File: src/rtl/adpll_pkg.sv
// rtl/adpll_pkg.sv - shared ADPLL lock-monitor types, thresholds and magnitude helper
// Contents: lock_state_e state encoding, default lock/unlock thresholds used by the
// network top level, and sat_mag() for saturating two's-complement magnitude.
package adpll_pkg;

    typedef enum logic [1:0] {
        ST_IDLE    = 2'd0,
        ST_ACQUIRE = 2'd1,
        ST_LOCKED  = 2'd2,
        ST_NO_REF  = 2'd3
    } lock_state_e;

    localparam int DEF_LOCK_THRESH   = 4;
    localparam int DEF_UNLOCK_THRESH = 16;

    // Magnitude of a sign-extended word of 'width' bits, clamped to 2^(width-1)-1 so
    // the most negative code still fits in width-1 unsigned bits.
    function automatic logic [31:0] sat_mag(input logic signed [31:0] value, input int width);
        logic [31:0] lim;
        logic [31:0] mag;
        lim = (32'd1 << (width - 1)) - 32'd1;
        mag = (value < 0) ? 32'(-value) : 32'(value);
        if (mag > lim) begin
            mag = lim;
        end
        return mag;
    endfunction

endpackage

File: src/rtl/adpll_lock_monitor_if.sv
// rtl/adpll_lock_monitor_if.sv - node-side signal bundle of the ADPLL lock monitor
// master: the ADPLL node / stimulus side (drives enable_i, error_i, sample_i).
// slave : the lock monitor (drives locked_o, lost_o, no_ref_o, state_o, lock_time_o, peak_err_o).
interface adpll_lock_monitor_if #(
    parameter int PDET_WIDTH = 8,
    parameter int TIME_WIDTH = 24
);
    logic                         enable_i;
    logic signed [PDET_WIDTH-1:0] error_i;
    logic                         sample_i;
    logic                         locked_o;
    logic                         lost_o;
    logic                         no_ref_o;
    logic [1:0]                   state_o;
    logic [TIME_WIDTH-1:0]        lock_time_o;
    logic [PDET_WIDTH-2:0]        peak_err_o;

    modport master (
        output enable_i, error_i, sample_i,
        input  locked_o, lost_o, no_ref_o, state_o, lock_time_o, peak_err_o
    );

    modport slave (
        input  enable_i, error_i, sample_i,
        output locked_o, lost_o, no_ref_o, state_o, lock_time_o, peak_err_o
    );
endinterface

File: src/rtl/sat_counter.sv
// rtl/sat_counter.sv - up counter with synchronous clear that sticks at all-ones
// Ports: clk_i, rst_n_i (async active-low), clr_i (wins over inc_i), inc_i, count_o.
module sat_counter #(
    parameter int WIDTH = 8
) (
    input  logic             clk_i,
    input  logic             rst_n_i,
    input  logic             clr_i,
    input  logic             inc_i,
    output logic [WIDTH-1:0] count_o
);
    logic [WIDTH-1:0] count_q;
    logic [WIDTH-1:0] count_d;

    always_comb begin
        count_d = count_q;
        if (clr_i) begin
            count_d = '0;
        end else if (inc_i && (count_q != '1)) begin
            count_d = count_q + 1'b1;
        end
    end

    always_ff @(posedge clk_i or negedge rst_n_i) begin
        if (!rst_n_i) begin
            count_q <= '0;
        end else begin
            count_q <= count_d;
        end
    end

    assign count_o = count_q;
endmodule

File: src/rtl/adpll_lock_monitor.sv
// rtl/adpll_lock_monitor.sv - ADPLL lock detector with hysteresis, acquisition timer and ref-loss watchdog
// Ports: fpga_clk_i (fabric clock), rst_pbn_i (async active-low reset),
//        mon_if (slave): enable_i, error_i, sample_i in; locked_o, lost_o, no_ref_o,
//        state_o, lock_time_o, peak_err_o out.
// Optional feature macro: LOCK_MON_PEAK_EN (peak error magnitude tracking while locked).
module adpll_lock_monitor
    import adpll_pkg::*;
#(
    parameter int PDET_WIDTH    = 8,
    parameter int LOCK_THRESH   = DEF_LOCK_THRESH,
    parameter int UNLOCK_THRESH = DEF_UNLOCK_THRESH,
    parameter int LOCK_COUNT    = 16,
    parameter int UNLOCK_COUNT  = 4,
    parameter int TIME_WIDTH    = 24,
    parameter int REF_TIMEOUT   = 1024
) (
    input  logic                 fpga_clk_i,
    input  logic                 rst_pbn_i,
    adpll_lock_monitor_if.slave  mon_if
);
    localparam int GOOD_W = $clog2(LOCK_COUNT + 1);
    localparam int BAD_W  = $clog2(UNLOCK_COUNT + 1);
    localparam int GAP_W  = $clog2(REF_TIMEOUT + 1);

    lock_state_e state_q;
    lock_state_e state_d;
    logic        sample_q;
    logic        locked_q;
    logic        lost_q;
    logic        no_ref_q;
    logic        lost_d;

    logic [GOOD_W-1:0]     good_cnt;
    logic [BAD_W-1:0]      bad_cnt;
    logic [GAP_W-1:0]      gap_cnt;
    logic [TIME_WIDTH-1:0] lock_time;

    logic signed [31:0] err_ext;
    logic [31:0]        mag_full;
    logic               strobe;
    logic               good_smp;
    logic               bad_smp;
    logic               timeout;

    // Same clock domain as the node, so a plain rising-edge detect is enough.
    assign strobe   = mon_if.sample_i & ~sample_q;
    assign err_ext  = 32'(mon_if.error_i);
    assign mag_full = sat_mag(err_ext, PDET_WIDTH);
    assign good_smp = (mag_full <= 32'(LOCK_THRESH));
    assign bad_smp  = (mag_full >  32'(UNLOCK_THRESH));
    assign timeout  = (gap_cnt == GAP_W'(REF_TIMEOUT)) &&
                      ((state_q == ST_ACQUIRE) || (state_q == ST_LOCKED));

    always_comb begin
        state_d = state_q;
        if (!mon_if.enable_i) begin
            state_d = ST_IDLE;
        end else if (timeout) begin
            state_d = ST_NO_REF;
        end else begin
            case (state_q)
                ST_IDLE:    state_d = ST_ACQUIRE;
                ST_ACQUIRE: if (strobe && good_smp && (good_cnt == GOOD_W'(LOCK_COUNT - 1)))
                                state_d = ST_LOCKED;
                ST_LOCKED:  if (strobe && bad_smp && (bad_cnt == BAD_W'(UNLOCK_COUNT - 1)))
                                state_d = ST_ACQUIRE;
                ST_NO_REF:  if (strobe) state_d = ST_ACQUIRE;
                default:    state_d = ST_IDLE;
            endcase
        end
    end

    assign lost_d = (state_q == ST_LOCKED) && (state_d == ST_ACQUIRE);

    always_ff @(posedge fpga_clk_i or negedge rst_pbn_i) begin
        if (!rst_pbn_i) begin
            state_q  <= ST_IDLE;
            sample_q <= 1'b0;
            locked_q <= 1'b0;
            lost_q   <= 1'b0;
            no_ref_q <= 1'b0;
        end else begin
            state_q  <= state_d;
            sample_q <= mon_if.sample_i;
            locked_q <= (state_d == ST_LOCKED);
            lost_q   <= lost_d;
            no_ref_q <= (state_d == ST_NO_REF);
        end
    end

    // Good run only counts in ACQUIRE; holding it clear elsewhere means every
    // entry into ACQUIRE starts from zero.
    sat_counter #(.WIDTH(GOOD_W)) u_good_cnt (
        .clk_i   (fpga_clk_i),
        .rst_n_i (rst_pbn_i),
        .clr_i   ((state_q != ST_ACQUIRE) | (strobe & ~good_smp)),
        .inc_i   (strobe & good_smp),
        .count_o (good_cnt)
    );

    // Neutral samples (between the thresholds) also break a bad run.
    sat_counter #(.WIDTH(BAD_W)) u_bad_cnt (
        .clk_i   (fpga_clk_i),
        .rst_n_i (rst_pbn_i),
        .clr_i   ((state_q != ST_LOCKED) | (strobe & ~bad_smp)),
        .inc_i   (strobe & bad_smp),
        .count_o (bad_cnt)
    );

    // Held clear while idle so enabling after a long idle period does not trip the watchdog.
    sat_counter #(.WIDTH(GAP_W)) u_gap_cnt (
        .clk_i   (fpga_clk_i),
        .rst_n_i (rst_pbn_i),
        .clr_i   (strobe | (state_q == ST_IDLE)),
        .inc_i   (1'b1),
        .count_o (gap_cnt)
    );

    // Counts only in ACQUIRE, so it freezes on lock and holds through NO_REF;
    // restarts on every fresh acquisition.
    sat_counter #(.WIDTH(TIME_WIDTH)) u_lock_time (
        .clk_i   (fpga_clk_i),
        .rst_n_i (rst_pbn_i),
        .clr_i   ((state_q == ST_IDLE) | ~mon_if.enable_i | lost_d |
                  ((state_q == ST_NO_REF) & (state_d == ST_ACQUIRE))),
        .inc_i   (state_q == ST_ACQUIRE),
        .count_o (lock_time)
    );

    assign mon_if.locked_o    = locked_q;
    assign mon_if.lost_o      = lost_q;
    assign mon_if.no_ref_o    = no_ref_q;
    assign mon_if.state_o     = state_q;
    assign mon_if.lock_time_o = lock_time;

`ifdef LOCK_MON_PEAK_EN
    logic [PDET_WIDTH-2:0] peak_q;
    logic [PDET_WIDTH-2:0] peak_d;
    logic [PDET_WIDTH-2:0] mag;

    assign mag = mag_full[PDET_WIDTH-2:0];

    // Cleared on entry to LOCKED; left alone outside LOCKED so the last peak stays visible.
    always_comb begin
        peak_d = peak_q;
        if ((state_q != ST_LOCKED) && (state_d == ST_LOCKED)) begin
            peak_d = '0;
        end else if ((state_q == ST_LOCKED) && strobe && (mag > peak_q)) begin
            peak_d = mag;
        end
    end

    always_ff @(posedge fpga_clk_i or negedge rst_pbn_i) begin
        if (!rst_pbn_i) begin
            peak_q <= '0;
        end else begin
            peak_q <= peak_d;
        end
    end

    assign mon_if.peak_err_o = peak_q;
`else
    assign mon_if.peak_err_o = '0;
`endif
endmodule

File: src/flat_wrapper.sv
// flat-port wrapper written by rule: the top's interface ports become plain ports
module adpll_lock_monitor_flat import adpll_pkg::*;
#(
    parameter int PDET_WIDTH    = 8,
    parameter int LOCK_THRESH   = DEF_LOCK_THRESH,
    parameter int UNLOCK_THRESH = DEF_UNLOCK_THRESH,
    parameter int LOCK_COUNT    = 16,
    parameter int UNLOCK_COUNT  = 4,
    parameter int TIME_WIDTH    = 24,
    parameter int REF_TIMEOUT   = 1024
)
  (fpga_clk_i, rst_pbn_i, mon_if_enable_i, mon_if_error_i, mon_if_sample_i, mon_if_locked_o, mon_if_lost_o, mon_if_no_ref_o, mon_if_state_o, mon_if_lock_time_o, mon_if_peak_err_o);
  adpll_lock_monitor_if #(.PDET_WIDTH(PDET_WIDTH), .TIME_WIDTH(TIME_WIDTH)) mon_if_i ();
  input  logic fpga_clk_i;
  input  logic rst_pbn_i;
  input wire logic [$bits(mon_if_i.enable_i)-1:0] mon_if_enable_i;
  input wire logic [$bits(mon_if_i.error_i)-1:0] mon_if_error_i;
  input wire logic [$bits(mon_if_i.sample_i)-1:0] mon_if_sample_i;
  output wire logic [$bits(mon_if_i.locked_o)-1:0] mon_if_locked_o;
  output wire logic [$bits(mon_if_i.lost_o)-1:0] mon_if_lost_o;
  output wire logic [$bits(mon_if_i.no_ref_o)-1:0] mon_if_no_ref_o;
  output wire logic [$bits(mon_if_i.state_o)-1:0] mon_if_state_o;
  output wire logic [$bits(mon_if_i.lock_time_o)-1:0] mon_if_lock_time_o;
  output wire logic [$bits(mon_if_i.peak_err_o)-1:0] mon_if_peak_err_o;
  assign mon_if_i.enable_i = mon_if_enable_i;
  assign mon_if_i.error_i = mon_if_error_i;
  assign mon_if_i.sample_i = mon_if_sample_i;
  assign mon_if_locked_o = mon_if_i.locked_o;
  assign mon_if_lost_o = mon_if_i.lost_o;
  assign mon_if_no_ref_o = mon_if_i.no_ref_o;
  assign mon_if_state_o = mon_if_i.state_o;
  assign mon_if_lock_time_o = mon_if_i.lock_time_o;
  assign mon_if_peak_err_o = mon_if_i.peak_err_o;
  adpll_lock_monitor #(.PDET_WIDTH(PDET_WIDTH), .LOCK_THRESH(LOCK_THRESH), .UNLOCK_THRESH(UNLOCK_THRESH), .LOCK_COUNT(LOCK_COUNT), .UNLOCK_COUNT(UNLOCK_COUNT), .TIME_WIDTH(TIME_WIDTH), .REF_TIMEOUT(REF_TIMEOUT)) u_core (.fpga_clk_i(fpga_clk_i), .rst_pbn_i(rst_pbn_i), .mon_if(mon_if_i));
endmodule
File: config.mk
export PLATFORM = sky130hd
export DESIGN_NAME = adpll_lock_monitor_flat
export DESIGN_NICKNAME = d
export VERILOG_FILES = /design/src/rtl/adpll_pkg.sv /design/src/rtl/adpll_lock_monitor_if.sv /design/src/rtl/sat_counter.sv /design/src/rtl/adpll_lock_monitor.sv /design/src/flat_wrapper.sv
export SDC_FILE = /design/constraint.sdc
export NUM_CORES = 1
export LEC_CHECK = 0
export CAP_MARGIN = 40
export CORE_ASPECT_RATIO = 0.5
export CORE_MARGIN = 2
export CORE_UTILIZATION = 45
export CTS_CLUSTER_DIAMETER = 150
export DETAILED_ROUTE_END_ITERATION = 16
export MAX_ROUTING_LAYER = met4
export PLACE_DENSITY = 0.77
export SYNTH_ARGS = -nofsm -noshare
export SYNTH_HDL_FRONTEND = slang
export SYNTH_HIERARCHICAL = 1
export SYNTH_SLANG_ARGS = --single-unit
export TNS_END_PERCENT = 1
File: constraint.sdc
create_clock -name fpga_clk_i -period 6.3 [get_ports fpga_clk_i]
set_input_delay 0.945 -clock fpga_clk_i [delete_from_list [all_inputs] [get_ports fpga_clk_i]]
set_output_delay 0.945 -clock fpga_clk_i [all_outputs]
set_load 0.02 [all_outputs]
Word-level counts from Yosys, hierarchy flattened --
Cells that the tools add are included.
Cells by class: add/sub/neg operators 5, bitwise operators 16, $lt $le $gt $ge 4, eq/ne operators 15, reductions and logical operators 15, multiplexer cells 16
Operator list (number):
- 32-bit two-way mux | 2
- 24-bit two-way mux | 2
- 32-bit by 5-bit greater-than comparator with 1-bit output, second input constant | 1
- 32-bit by 7-bit greater-than comparator with 1-bit output, second input constant | 1
- 32-bit by 3-bit less-or-equal comparator with 1-bit output, second input constant | 1
- 8-bit negator with 32-bit output | 1
- 24-bit by 1-bit adder with 24-bit output, second input constant | 1
- 24-bit != test, second input constant | 1
- 11-bit two-way mux | 2
- 11-bit by 1-bit adder with 11-bit output, second input constant | 1
- 11-bit == test, second input constant | 1
- 11-bit != test, second input constant | 1
- 2-bit two-way mux | 5
- 5-bit two-way mux | 2
- 1-bit logical AND | 9
- 2-bit == test, second input constant | 4
- 8-bit by 1-bit < comparator with 1-bit output, second input constant | 1
- 2-bit one-hot mux with 4 select lines | 1
- 2-bit nonzero test | 4
- 1-bit AND | 6
- 3-bit two-way mux | 2
- 1-bit OR | 6
- 5-bit by 1-bit adder with 5-bit output, second input constant | 1
- 5-bit by 4-bit == test with 1-bit output, second input constant | 1
- 10 further kinds | 14
Storage, ports and cells: output and inout port bits 36, bits in registers 49, bits of input ports 12

Depth between registers and ports, before layout --
Gate-level depths: netlist (run 1).
depth after elaboration 16, depth in mapped cells 12, mapped depth without buffers 10

Cells and area by module --
The synthesis (run 1) kept the hierarchy.
Modules (own cells, without submodules):
- sat_counter (u_core.u_lock_time) | times used 1, area each 1455.1 sq um, seq. area each 600.6 sq um, cells an instance 138
- adpll_lock_monitor | times used 1, area each 818.3 sq um, seq. area each 150.1 sq um, cells an instance 102
- sat_counter (u_core.u_gap_cnt) | times used 1, area each 618.1 sq um, seq. area each 275.3 sq um, cells an instance 58
- sat_counter (u_core.u_good_cnt) | times used 1, area each 249.0 sq um, seq. area each 125.1 sq um, cells an instance 23
- sat_counter (u_core.u_bad_cnt) | times used 1, area each 183.9 sq um, seq. area each 75.1 sq um, cells an instance 15

Worst setup path before layout (run 1) --
Ideal clock, no wire load.
kind input-to-reg, from input port mon_if_error_i[0], to register u_core.u_lock_time.count_q[23], in the netlist u_core/u_lock_time/count_o[23], setup slack 2.937 ns, path buffers 2, data arrival time 3.238 ns, stages on the path 12, required time 6.175 ns, library setup time 0.125 ns, cell sequence inv_1 ha_1 buf_2 xnor2_1 nor2_1 o311ai_1 a22oi_1 o22a_2 o311ai_1 clkdlybuf4s25_2 and2b_1 mux2_4
Between the ends: word-level cells in the longest chain between the ends 16, elaborated cells on any way between the ends 23, classes of those cells 1 x add/sub; 4 x order compare; 1 x eq/ne; 8 x mux; 3 x bitwise; 6 x reduce/logical
Ends and longest elaborated chain:
- start, declared | line flat_wrapper.sv:17 | input wire logic [$bits(mon_if_i.error_i)-1:0] mon_if_error_i;
- 8-bit negator with 32-bit output / 8-bit by 1-bit < comparator with 1-bit output (equally long branches) | line adpll_pkg.sv:22 | mag = (value < 0) ? 32'(-value) : 32'(value);
- 32-bit two-way mux (*) | line adpll_pkg.sv:22
- 32-bit by 7-bit greater-than comparator with 1-bit output | line adpll_pkg.sv:23 | if (mag > lim) begin
- 32-bit two-way mux (*) | line adpll_pkg.sv:23
- 32-bit by 5-bit greater-than comparator with 1-bit output / 32-bit by 3-bit less-or-equal comparator with 1-bit output (equally long branches) | line adpll_lock_monitor.sv:50, adpll_lock_monitor.sv:49
- 1-bit logical AND (on tied branches) (2 in a row) | line adpll_lock_monitor.sv:65, adpll_lock_monitor.sv:63
- 2-bit two-way mux (on tied branches) | line adpll_lock_monitor.sv:65, adpll_lock_monitor.sv:63
- 2-bit one-hot mux with 4 select lines (*) | line adpll_lock_monitor.sv:61 | case (state_q)
- 2-bit two-way mux (*) | line adpll_lock_monitor.sv:58 | end else if (timeout) begin
- 2-bit two-way mux (*) | line adpll_lock_monitor.sv:56 | if (!mon_if.enable_i) begin
- 2-bit by 1-bit == test with 1-bit output (*) | line adpll_lock_monitor.sv:73, adpll_lock_monitor.sv:125
- 1-bit logical AND | line adpll_lock_monitor.sv:73 | assign lost_d = (state_q == ST_LOCKED) && (state_d == ST_ACQUIRE);
- 1-bit OR | line adpll_lock_monitor.sv:124 | .clr_i ((state_q == ST_IDLE) | ~mon_if.enable_i | lost_d |
- 1-bit OR (*) | line adpll_lock_monitor.sv:124
- 24-bit two-way mux / 2-bit nonzero test (equally long branches)
- end signal, assigned | line sat_counter.sv:28 | count_q <= count_d;
- end, declared | line sat_counter.sv:12 | logic [WIDTH-1:0] count_q;
Mark *: on every way between the ends. The rest lies on a longest branch, timed or not. A chain may end at the register's enable or synchronous reset.

Worst setup path after layout (run 1) --
Ends and elaborated chain as after synthesis.

==> reports/metrics.csv, run 1 <==
metric;value;unit
crit_arrival;4040;ps
clock_latency;290;ps
final_cell_mix;dfrtp_1 (49), nor2_1 (43), clkdlybuf4s50_1 (39);
synth_area;0.003324;mm2
wl_per_cell;13.91;um
die-area;0.008133;mm2
top_layer_used;met4;
async_flop_share;100.0;%
max_freq;259.1;MHz
drv_cap;0;
cts_resized;0;
min_period_over_period;61.27;%
fin_nets;396;
cp.required;6480;ps
fin_skew;6.393;ps
dr.pass1.iters;4;
wl;6522;um
synth_warnings;6;
drive_above_1_share;12.06;%
grt.total_usage;17.42;%
dr_wl_met2;3006;um
hpwl;4731;um
ys.flop_type;dfrtp_1;
gp_congestion;0.8476;
grt_setup_unrepaired;no;
core-area;0.007239;mm2
setup_tns;0;ps
postCtsSetupBuffers;0;
relSlewSlack;51.56;%
cp_num_buf_inv;3;
critPathMaxStageDelay;590;ps
n_antenna_cell;0;
synth_seq_area_share;36.88;%
rows;22;
antenna_found_initial;0;
worstSetupPathType;in -> reg;
status;finished, final reports clean;
pwr_density_cell;166.4;mW/mm2
final_common_cell;dfrtp_1;
synthCells;336;
min_period;3860;ps
cts.sinks;49;
pre_cts_ws;2178;ps
cts_root_buf;clkbuf_16;
critical_path.slowest_cell;clkdlybuf4s50_1;
crit_family;compound AO/OA/AOI/OAI gates;
drc;0;
start_util;45.92;%
die_h;64.78;um
cts.clk_slew.worst_paths;60;ps
slew_violations;0;
grt-ovfl-total;0;
synth-seq-cells;49;
io_buffers;40;
cp_cell_sequence;clkdlybuf4s50_1 > inv_1 > ha_1 > xnor2_1 > nor2_1 > o311ai_1 > a22oi_1 > o22a_2 > o311ai_2 > buf_4 > and2b_1 > mux2_4;
synth_edf_count;0;
htreeDepth;2;
syn_area_per_cell;9.894;um2
ant_nets;0;
power.leakage;1.567;nW
cp-start-kind;primary input;
die_w;125.6;um
vias;2594;
areaGrowthSynthToFinish;17.73;%
grt_pass1_vias;2460;
cp_max_fo;25;
finalHoldViolations;0;
drt-initial-drc-count;162;
setup_ws;2440;ps
grt_pass1_wl;11300;um
cts_tree;yes;
yosys.cell_types.count;69;
met3_length;188;um
hold_class;reg -> reg;
drt-met1-wl;3264;um
ctsHoldBuffers;0;
setup_viol;0;
via_per_inst;5.531;
grt_start_max_net_pins;36;
clockBufferDepth;2;
cts_made_buffers;5;
max_slew.worst_pin.slew;725.9;ps
endpoint_kind;flip-flop;
irDropWorstVdd;92.86;uV
io_pins;48;
sequential cells by signal (all words and copies together) (netlist names):
signal,flops
u_core/mon_if.no_ref_o,1
u_core/mon_if.state_o,2
u_core/u_bad_cnt/count_o,3
u_core/u_good_cnt/count_o,5
u_core/sample_q,1
u_core/u_gap_cnt/count_o,11
u_core/mon_if.locked_o,1
u_core/mon_if.lost_o,1
u_core/u_lock_time/count_o,24
worst register-to-register path: stages (launching register included):
cell      delay (ps)
dfrtp_1          460
inv_1             90
ha_1             270
nor4b_1          330
nand3_1          200
nand2_1          190
a21oi_1           80
o22a_2           240
o311ai_2         250
buf_4            310
and2b_1          220
mux2_4           250
cells in the mapped netlist (2+ instances only):
master | instances | area, um2
nor2_1 | 43 | 161.4
and4_2 | 2 | 20.02
ha_1 | 11 | 137.6
nand4_1 | 7 | 43.79
a2111oi_4 | 2 | 55.05
nand4bb_1 | 2 | 22.52
nor4_1 | 6 | 37.54
nor3b_1 | 2 | 15.01
nor4b_1 | 2 | 17.52
o21ai_1 | 3 | 15.01
nor4_4 | 3 | 63.81
or3_1 | 6 | 37.54
nand2b_1 | 5 | 31.28
and3_2 | 4 | 30.03
xor2_1 | 6 | 52.55
and3b_1 | 3 | 26.28
o22ai_1 | 2 | 12.51
o21ai_0 | 6 | 30.03
a2111oi_2 | 5 | 75.07
nand3b_1 | 2 | 15.01
buf_2 | 2 | 10.01
o311ai_1 | 2 | 17.52
buf_6 | 3 | 33.78
nand2_1 | 16 | 60.06
a31oi_1 | 3 | 18.77
o211ai_1 | 4 | 30.03
clkbuf_1 | 7 | 26.28
dfrtp_1 | 49 | 1226
xnor2_1 | 23 | 201.4
and2_1 | 4 | 25.02
a211oi_1 | 7 | 52.55
inv_1 | 13 | 48.80
conb_1 | 2 | 7.510
and3_1 | 5 | 31.28
nor3_1 | 8 | 40.04
nand4_2 | 3 | 37.54
buf_4 | 8 | 60.06
nor2b_1 | 2 | 12.51
mux2_4 | 2 | 30.03
o31ai_4 | 2 | 42.54
nand4_4 | 2 | 42.54
mux2i_1 | 4 | 40.04
nand3_1 | 8 | 40.04
and4_1 | 2 | 17.52
a21oi_1 | 9 | 45.04
per-layer routing:
| layer | vias up | track usage (%) |
|---|---|---|
| met3 | 6 | 2.973 |
| met5 | - | - |
| met2 | 40 | 28.65 |
| met4 | 0 | 5.694 |
| li1 | 1282 | - |
| met1 | 1266 | 22.23 |
power by group:
group | internal, mW | switching [mW]
clock network | 0.156 | 0.110
logic | 0.0236 | 0.0427
registers | 0.316 | 0.00255
worst paths after layout:
| kind | from | end | slack (ps) | cells after the start |
|---|---|---|---|---|
| worst min-delay path | u_core/u_good_cnt/count_o[4] | u_core/u_good_cnt/count_o[4] | 560 | 2 |
| worst max-delay path | mon_if_error_i[0] | u_core/u_lock_time/count_o[23] | 2440 | 12 |
| worst max register to register | u_core/mon_if.state_o[0] | u_core/u_lock_time/count_o[23] | 3280 | 11 |
| max in group asynchronous | rst_pbn_i | u_core/u_lock_time/count_o[1] | 5230 | 2 |
| min in group asynchronous | rst_pbn_i | u_core/u_gap_cnt/count_o[2] | 570 | 1 |
| worst min register to register | u_core/u_good_cnt/count_o[4] | u_core/u_good_cnt/count_o[4] | 560 | 2 |
area by class of cell:
class / instances / area [um2]
fill: 654 / 3326
tap: 96 / 120.1
inverter: 13 / 48.80
timing repair buffer: 43 / 430.4
clock buffer: 7 / 142.6
multi-input combinational: 261 / 1946
sequential: 49 / 1226
through the flow:
stage / std cells / utilization (%) / instance area, um2 / total power, mW / hold slack, ps
after floorplan: 345 / - / 3358 / 0.3694 / 511.7
after global placement: 461 / 51.81 / 3751 / 0.3883 / 538.2
after detailed placement: 462 / 52.09 / 3771 / 0.3910 / 552.6
after CTS: 469 / 54.06 / 3914 / 0.6613 / 567.2
after global routing: 469 / 54.06 / 3914 / 0.6793 / 594.7
final: 469 / 54.06 / 3914 / 0.6511 / 560.4
kinds of logic after synthesis:
group	synth area share (%)
flops	36.88
fa+ha+maj	4.140
other cells	0.2259
xor+xnor	7.640
buf+inv	5.834
mux	2.108
compound gates	15.81
simple gates	27.36
Power figures use the tool's default switching activity.
==> inputs of run 2 (changes only) <==
--- a/config.mk
+++ b/config.mk
@@ -12,7 +12,7 @@
 export CTS_CLUSTER_DIAMETER = 150
 export DETAILED_ROUTE_END_ITERATION = 16
 export MAX_ROUTING_LAYER = met4
-export PLACE_DENSITY = 0.77
+export PLACE_DENSITY = 0.8
 export SYNTH_ARGS = -nofsm -noshare
 export SYNTH_HDL_FRONTEND = slang
 export SYNTH_HIERARCHICAL = 1
==> constraint.sdc (replaced) <==
create_clock -name fpga_clk_i -period 3.5 [get_ports fpga_clk_i]
set_input_delay 0.525 -clock fpga_clk_i [delete_from_list [all_inputs] [get_ports fpga_clk_i]]
set_output_delay 0.525 -clock fpga_clk_i [all_outputs]
set_load 0.02 [all_outputs]
==> reports/metrics.csv, run 2 (same netlist as run 1, synthesis figures left out) <==
metric;value;unit;change
status;finished, final reports clean;;unchanged
final_cell_mix;dfrtp_1 (49), nor2_1 (43), clkdlybuf4s50_1 (39);;unchanged
slew_violations;0;;unchanged
antenna_found_initial;0;;unchanged
ctsHoldBuffers;0;;unchanged
drc;0;;unchanged
min_period;3071;ps;
via_per_inst;5.466;;was 5.531
cp.required;3680;ps;was 6480 ps
dr.pass1.iters;4;;unchanged
cp-start-kind;primary input;;unchanged
setup_tns;0;ps;unchanged
grt_start_max_net_pins;36;;unchanged
drt-initial-drc-count;136;;was 162
vias;2602;;was 2,594
gp_congestion;0.8205;;was 0.8476
cts_root_buf;clkbuf_16;;unchanged
max_slew.worst_pin.slew;765.9;ps;was 725.9 ps
clockBufferDepth;2;;unchanged
irDropWorstVdd;189.1;uV;was 92.86 uV
power.leakage;1.609;nW;was 1.567 nW
hpwl;4863;um;was 4731 um
rows;22;;unchanged
cts_made_buffers;5;;unchanged
start_util;45.92;%;unchanged
finalHoldViolations;0;;unchanged
drv_cap;0;;unchanged
ant_nets;0;;unchanged
relSlewSlack;48.89;%;was 51.56%
clock_latency;290;ps;about the same
grt_setup_unrepaired;no;;unchanged
cts_resized;0;;unchanged
n_antenna_cell;0;;unchanged
grt.total_usage;17.65;%;was 17.42%
power;1.196;mW;was 0.6511 mW
grt_pass1_vias;2485;;was 2,460
setup_viol;0;;unchanged
fin_skew;5.838;ps;was 6.393 ps
worstSetupPathType;in -> reg;;unchanged
die_h;64.78;um;unchanged
crit_arrival;3250;ps;was 4040 ps
cp_cell_sequence;clkdlybuf4s50_1 > inv_1 > ha_1 > xnor2_1 > nor2_1 > o311ai_1 > a22oi_1 > o22a_2 > o311ai_2 > buf_12 > nor2_1 > mux2_4;;was clkdlybuf4s50_1 > inv_1 > ha_1 > xnor2_1 > nor2_1 > o311ai_1 > a22oi_1 > o22a_2 > o311ai_2 > buf_4 > and2b_1 > mux2_4
startpoint;mon_if_error_i[0];;unchanged
largest_reg_flops;24;;unchanged
hold_class;in -> async;;was reg -> reg
io_buffers;40;;unchanged
postCtsSetupBuffers;0;;unchanged
core-area;0.007239;mm2;unchanged
max_freq;325.6;MHz;
wl;6680;um;was 6522 um
drive_above_1_share;13.95;%;was 12.06%
areaGrowthSynthToFinish;19.76;%;was 17.73%
io_pins;48;;unchanged
endpoint_kind;flip-flop;;unchanged
hold_slack;135.0;ps;was 560.4 ps
grt-ovfl-total;0;;unchanged
cts.clk_slew.worst_paths;70;ps;was 60 ps
fin_nets;402;;was 396
die-area;0.008133;mm2;unchanged
min_period_over_period;87.74;%;
grt_pass1_wl;11530;um;was 11,300 um
pwr_density_cell;300.4;mW/mm2;was 166.4 mW/mm2
htreeDepth;2;;unchanged
rr_startpoint;u_core/mon_if.state_o[1];;was u_core/mon_if.state_o[0]
cp_common_cell;nor2_1;;
cp_max_fo;24;;was 25
final_common_cell;dfrtp_1;;unchanged
cts_tree;yes;;unchanged
cts.sinks;49;;unchanged
critPathMaxStageDelay;470;ps;was 590 ps
critical_path.slowest_cell;clkdlybuf4s50_1;;unchanged
die_w;125.6;um;unchanged
wl_per_cell;14.03;um;was 13.91 um
run 2: cell types whose count changed in the layout (fill, tap and decap cells not counted), sizes merged:
cell and change:
buf +6, clkbuf -1, clkinv +2
run 2: path summary, 6_finish.rpt:
path                                                        to  slack (ps)  cells past startpoint
worst min-delay path             u_core/u_lock_time/count_o[4]         140                      1
worst min register to register    u_core/u_good_cnt/count_o[4]         550                      2
worst max-delay path            u_core/u_lock_time/count_o[23]         430                     12
worst max register to register  u_core/u_lock_time/count_o[23]         580                     11
max in group asynchronous             u_core/mon_if.state_o[0]        2870                      2
min in group fpga_clk_i           u_core/u_good_cnt/count_o[4]         550                      2
run 2: power breakdown:
group	switching, mW	internal, mW	leakage [nW]
clock	0.212	0.285	0.0768
combinational	0.0782	0.0480	0.852
sequential	0.00414	0.569	0.680
total	0.294	0.902	1.61
run 2: through the flow:
| step | instances | setup WS [ps] | utilization (%) | area [um2] |
|---|---|---|---|---|
| 6_report | 476 | 429.1 | 54.99 | 3981 |
| 2_1_floorplan | 345 | 557.2 | - | 3358 |
| 4_1_cts | 476 | 405.6 | 54.99 | 3981 |
| 3_3_place_gp | 467 | 184.5 | 52.61 | 3809 |
| 3_5_place_dp | 468 | 105.2 | 52.89 | 3829 |
| 5_1_grt | 476 | 145.3 | 54.99 | 3981 |
run 2: per-layer routing:
metal / up-vias / global-route usage (%) / routed length [um]
li1: 1295 / - / -
met4: 0 / 4.861 / 64
met2: 46 / 30.34 / 3241
met5: - / - / 0
met1: 1256 / 22.39 / 3199
met3: 5 / 2.230 / 175
run 2: cell type report:
cell class	count	area [um2]
inverter	13	48.80
multi-input combinational	261	1946
clock buffer	6	138.9
fill	643	3258
tap	96	120.1
timing repair buffer	49	488.0
clock inverter	2	13.76
sequential	49	1226
run 2: worst max-delay path: cells and delay by family:
family,cells,cell delay [ps]
mux,1,260
buf+inv,3,730
compound gates,4,1120
simple gates,2,130
fa+ha+maj,1,280
xor+xnor,1,200
==> inputs of run 3 (changes only) <==
--- a/config.mk
+++ b/config.mk
@@ -7,7 +7,6 @@
 export LEC_CHECK = 0
 export CAP_MARGIN = 40
 export CORE_ASPECT_RATIO = 0.5
-export CORE_MARGIN = 2
 export CORE_UTILIZATION = 45
 export CTS_CLUSTER_DIAMETER = 150
 export DETAILED_ROUTE_END_ITERATION = 16
==> reports/metrics.csv, run 3 (same netlist as run 1, synthesis figures left out) <==
metric;value;unit;change
cp-start-kind;primary input;;unchanged
die_w;123.6;um;was 125.6 um
relSlewSlack;49.98;%;was 48.89%
cts.sinks;49;;unchanged
drc;0;;unchanged
die_h;62.78;um;was 64.78 um
postCtsSetupBuffers;0;;unchanged
crit_family;compound AO/OA/AOI/OAI gates;;unchanged
rows;21;;was 22
grt_start_max_net_pins;37;;was 36
fin_nets;400;;was 402
critPathMaxStageDelay;470;ps;about the same
power.leakage;1.579;nW;was 1.609 nW
setup_viol;0;;unchanged
ctsHoldBuffers;0;;unchanged
via_per_inst;5.511;;was 5.466
areaGrowthSynthToFinish;18.63;%;was 19.76%
min_period;2987;ps;was 3071 ps
hold_class;in -> async;;unchanged
die-area;0.007756;mm2;was 0.008133 mm2
wl;6571;um;was 6680 um
drive_above_1_share;13.49;%;was 13.95%
vias;2590;;was 2,602
pwr_density_cell;298.1;mW/mm2;was 300.4 mW/mm2
setup_ws;513.2;ps;was 429.1 ps
io_buffers;40;;unchanged
cts_made_buffers;5;;unchanged
grt_pass1_vias;2435;;was 2,485
irDropWorstVdd;169.8;uV;was 189.1 uV
status;finished, final reports clean;;unchanged
cp_max_fo;8;;was 24
n_antenna_cell;0;;unchanged
clockBufferDepth;2;;unchanged
cts_tree;yes;;unchanged
crit_arrival;3160;ps;was 3250 ps
ant_nets;0;;unchanged
io_pins;48;;unchanged
setup_tns;0;ps;unchanged
grt-ovfl-total;0;;unchanged
cts_resized;0;;unchanged
pre_cts_ws;230.0;ps;was 105.2 ps
cp_num_buf_inv;2;;was 3
grt_setup_unrepaired;no;;unchanged
antenna_found_initial;0;;unchanged
grt.total_usage;18.94;%;was 17.65%
cts.clk_slew.worst_paths;70;ps;about the same
min_period_over_period;85.34;%;was 87.74%
grt_pass1_wl;11400;um;was 11,530 um
dr.pass1.iters;4;;unchanged
start_util;48.11;%;was 45.92%
hpwl;4882;um;was 4863 um
slew_violations;0;;unchanged
cts_root_buf;clkbuf_16;;unchanged
largest_reg_flops;24;;unchanged
cp.required;3670;ps;was 3680 ps
worstSetupPathType;in -> reg;;unchanged
clock_latency;290;ps;about the same
htreeDepth;2;;unchanged
drv_cap;0;;unchanged
final_cell_mix;dfrtp_1 (49), nor2_1 (43), clkdlybuf4s50_1 (39);;unchanged
drt-initial-drc-count;181;;was 136
fin_skew;9.559;ps;was 5.838 ps
endpoint_kind;flip-flop;;unchanged
max_slew.worst_pin.slew;749.5;ps;was 765.9 ps
finalHoldViolations;0;;unchanged
core-area;0.006910;mm2;was 0.007239 mm2
critical_path.slowest_cell;clkdlybuf4s50_1;;unchanged
gp_congestion;0.8234;;was 0.8205
max_freq;334.8;MHz;was 325.6 MHz
wl_per_cell;13.98;um;was 14.03 um
final_common_cell;dfrtp_1;;unchanged
cp_cell_sequence;clkdlybuf4s50_1 > inv_1 > ha_1 > xnor2_1 > nor2_1 > o311ai_1 > a22oi_1 > o22a_2 > o311ai_2 > and2b_1 > mux2_4;;was clkdlybuf4s50_1 > inv_1 > ha_1 > xnor2_1 > nor2_1 > o311ai_1 > a22oi_1 > o22a_2 > o311ai_2 > buf_12 > nor2_1 > mux2_4
-- run 3: path summary, 6_finish.rpt --
path	slack (ps)	startpoint	depth (start not counted)	to
worst max-delay path	510	mon_if_error_i[0]	11	u_core/u_lock_time/count_o[23]
worst min-delay path	140	rst_pbn_i	1	u_core/u_gap_cnt/count_o[2]
worst max register to register	740	u_core/mon_if.state_o[0]	10	u_core/u_lock_time/count_o[23]
worst min register to register	560	u_core/u_good_cnt/count_o[4]	2	u_core/u_good_cnt/count_o[4]
max in group asynchronous	2860	rst_pbn_i	2	u_core/u_lock_time/count_o[2]
min in group fpga_clk_i	560	u_core/u_good_cnt/count_o[4]	2	u_core/u_good_cnt/count_o[4]
-- run 3: final cells by class --
class,count,area (um2)
multi-input combinational,261,1946
inverter,13,48.80
timing repair buffer,47,460.4
fill,600,2967
clock inverter,3,22.52
tap,92,115.1
clock buffer,5,125.1
sequential,49,1226
-- run 3: per-stage QoR --
stage	util (%)	power, mW	hold slack [ps]	area, um2	cells
final	57.07	1.176	143.4	3944	470
after CTS	57.07	1.189	149.9	3944	470
after detailed placement	54.93	0.7093	454.0	3796	462
after global placement	54.64	0.7039	538.4	3776	461
after floorplan	-	0.6650	229.4	3358	345
after global routing	57.07	1.234	166.6	3944	470
-- run 3: layer usage --
layer / track usage, % / share of wire (%)
met1: 25.76 / 50
met2: 29.75 / 46
met3: 3.376 / 3.0
met4: 3.464 / 0.35
met5: - / 0
-- run 3: report_power, final --
part / internal (mW) / switching (mW) / total [mW]
Sequential: 0.569 / 0.00430 / 0.574
Clock: 0.265 / 0.213 / 0.478
Combinational: 0.0460 / 0.0784 / 0.124
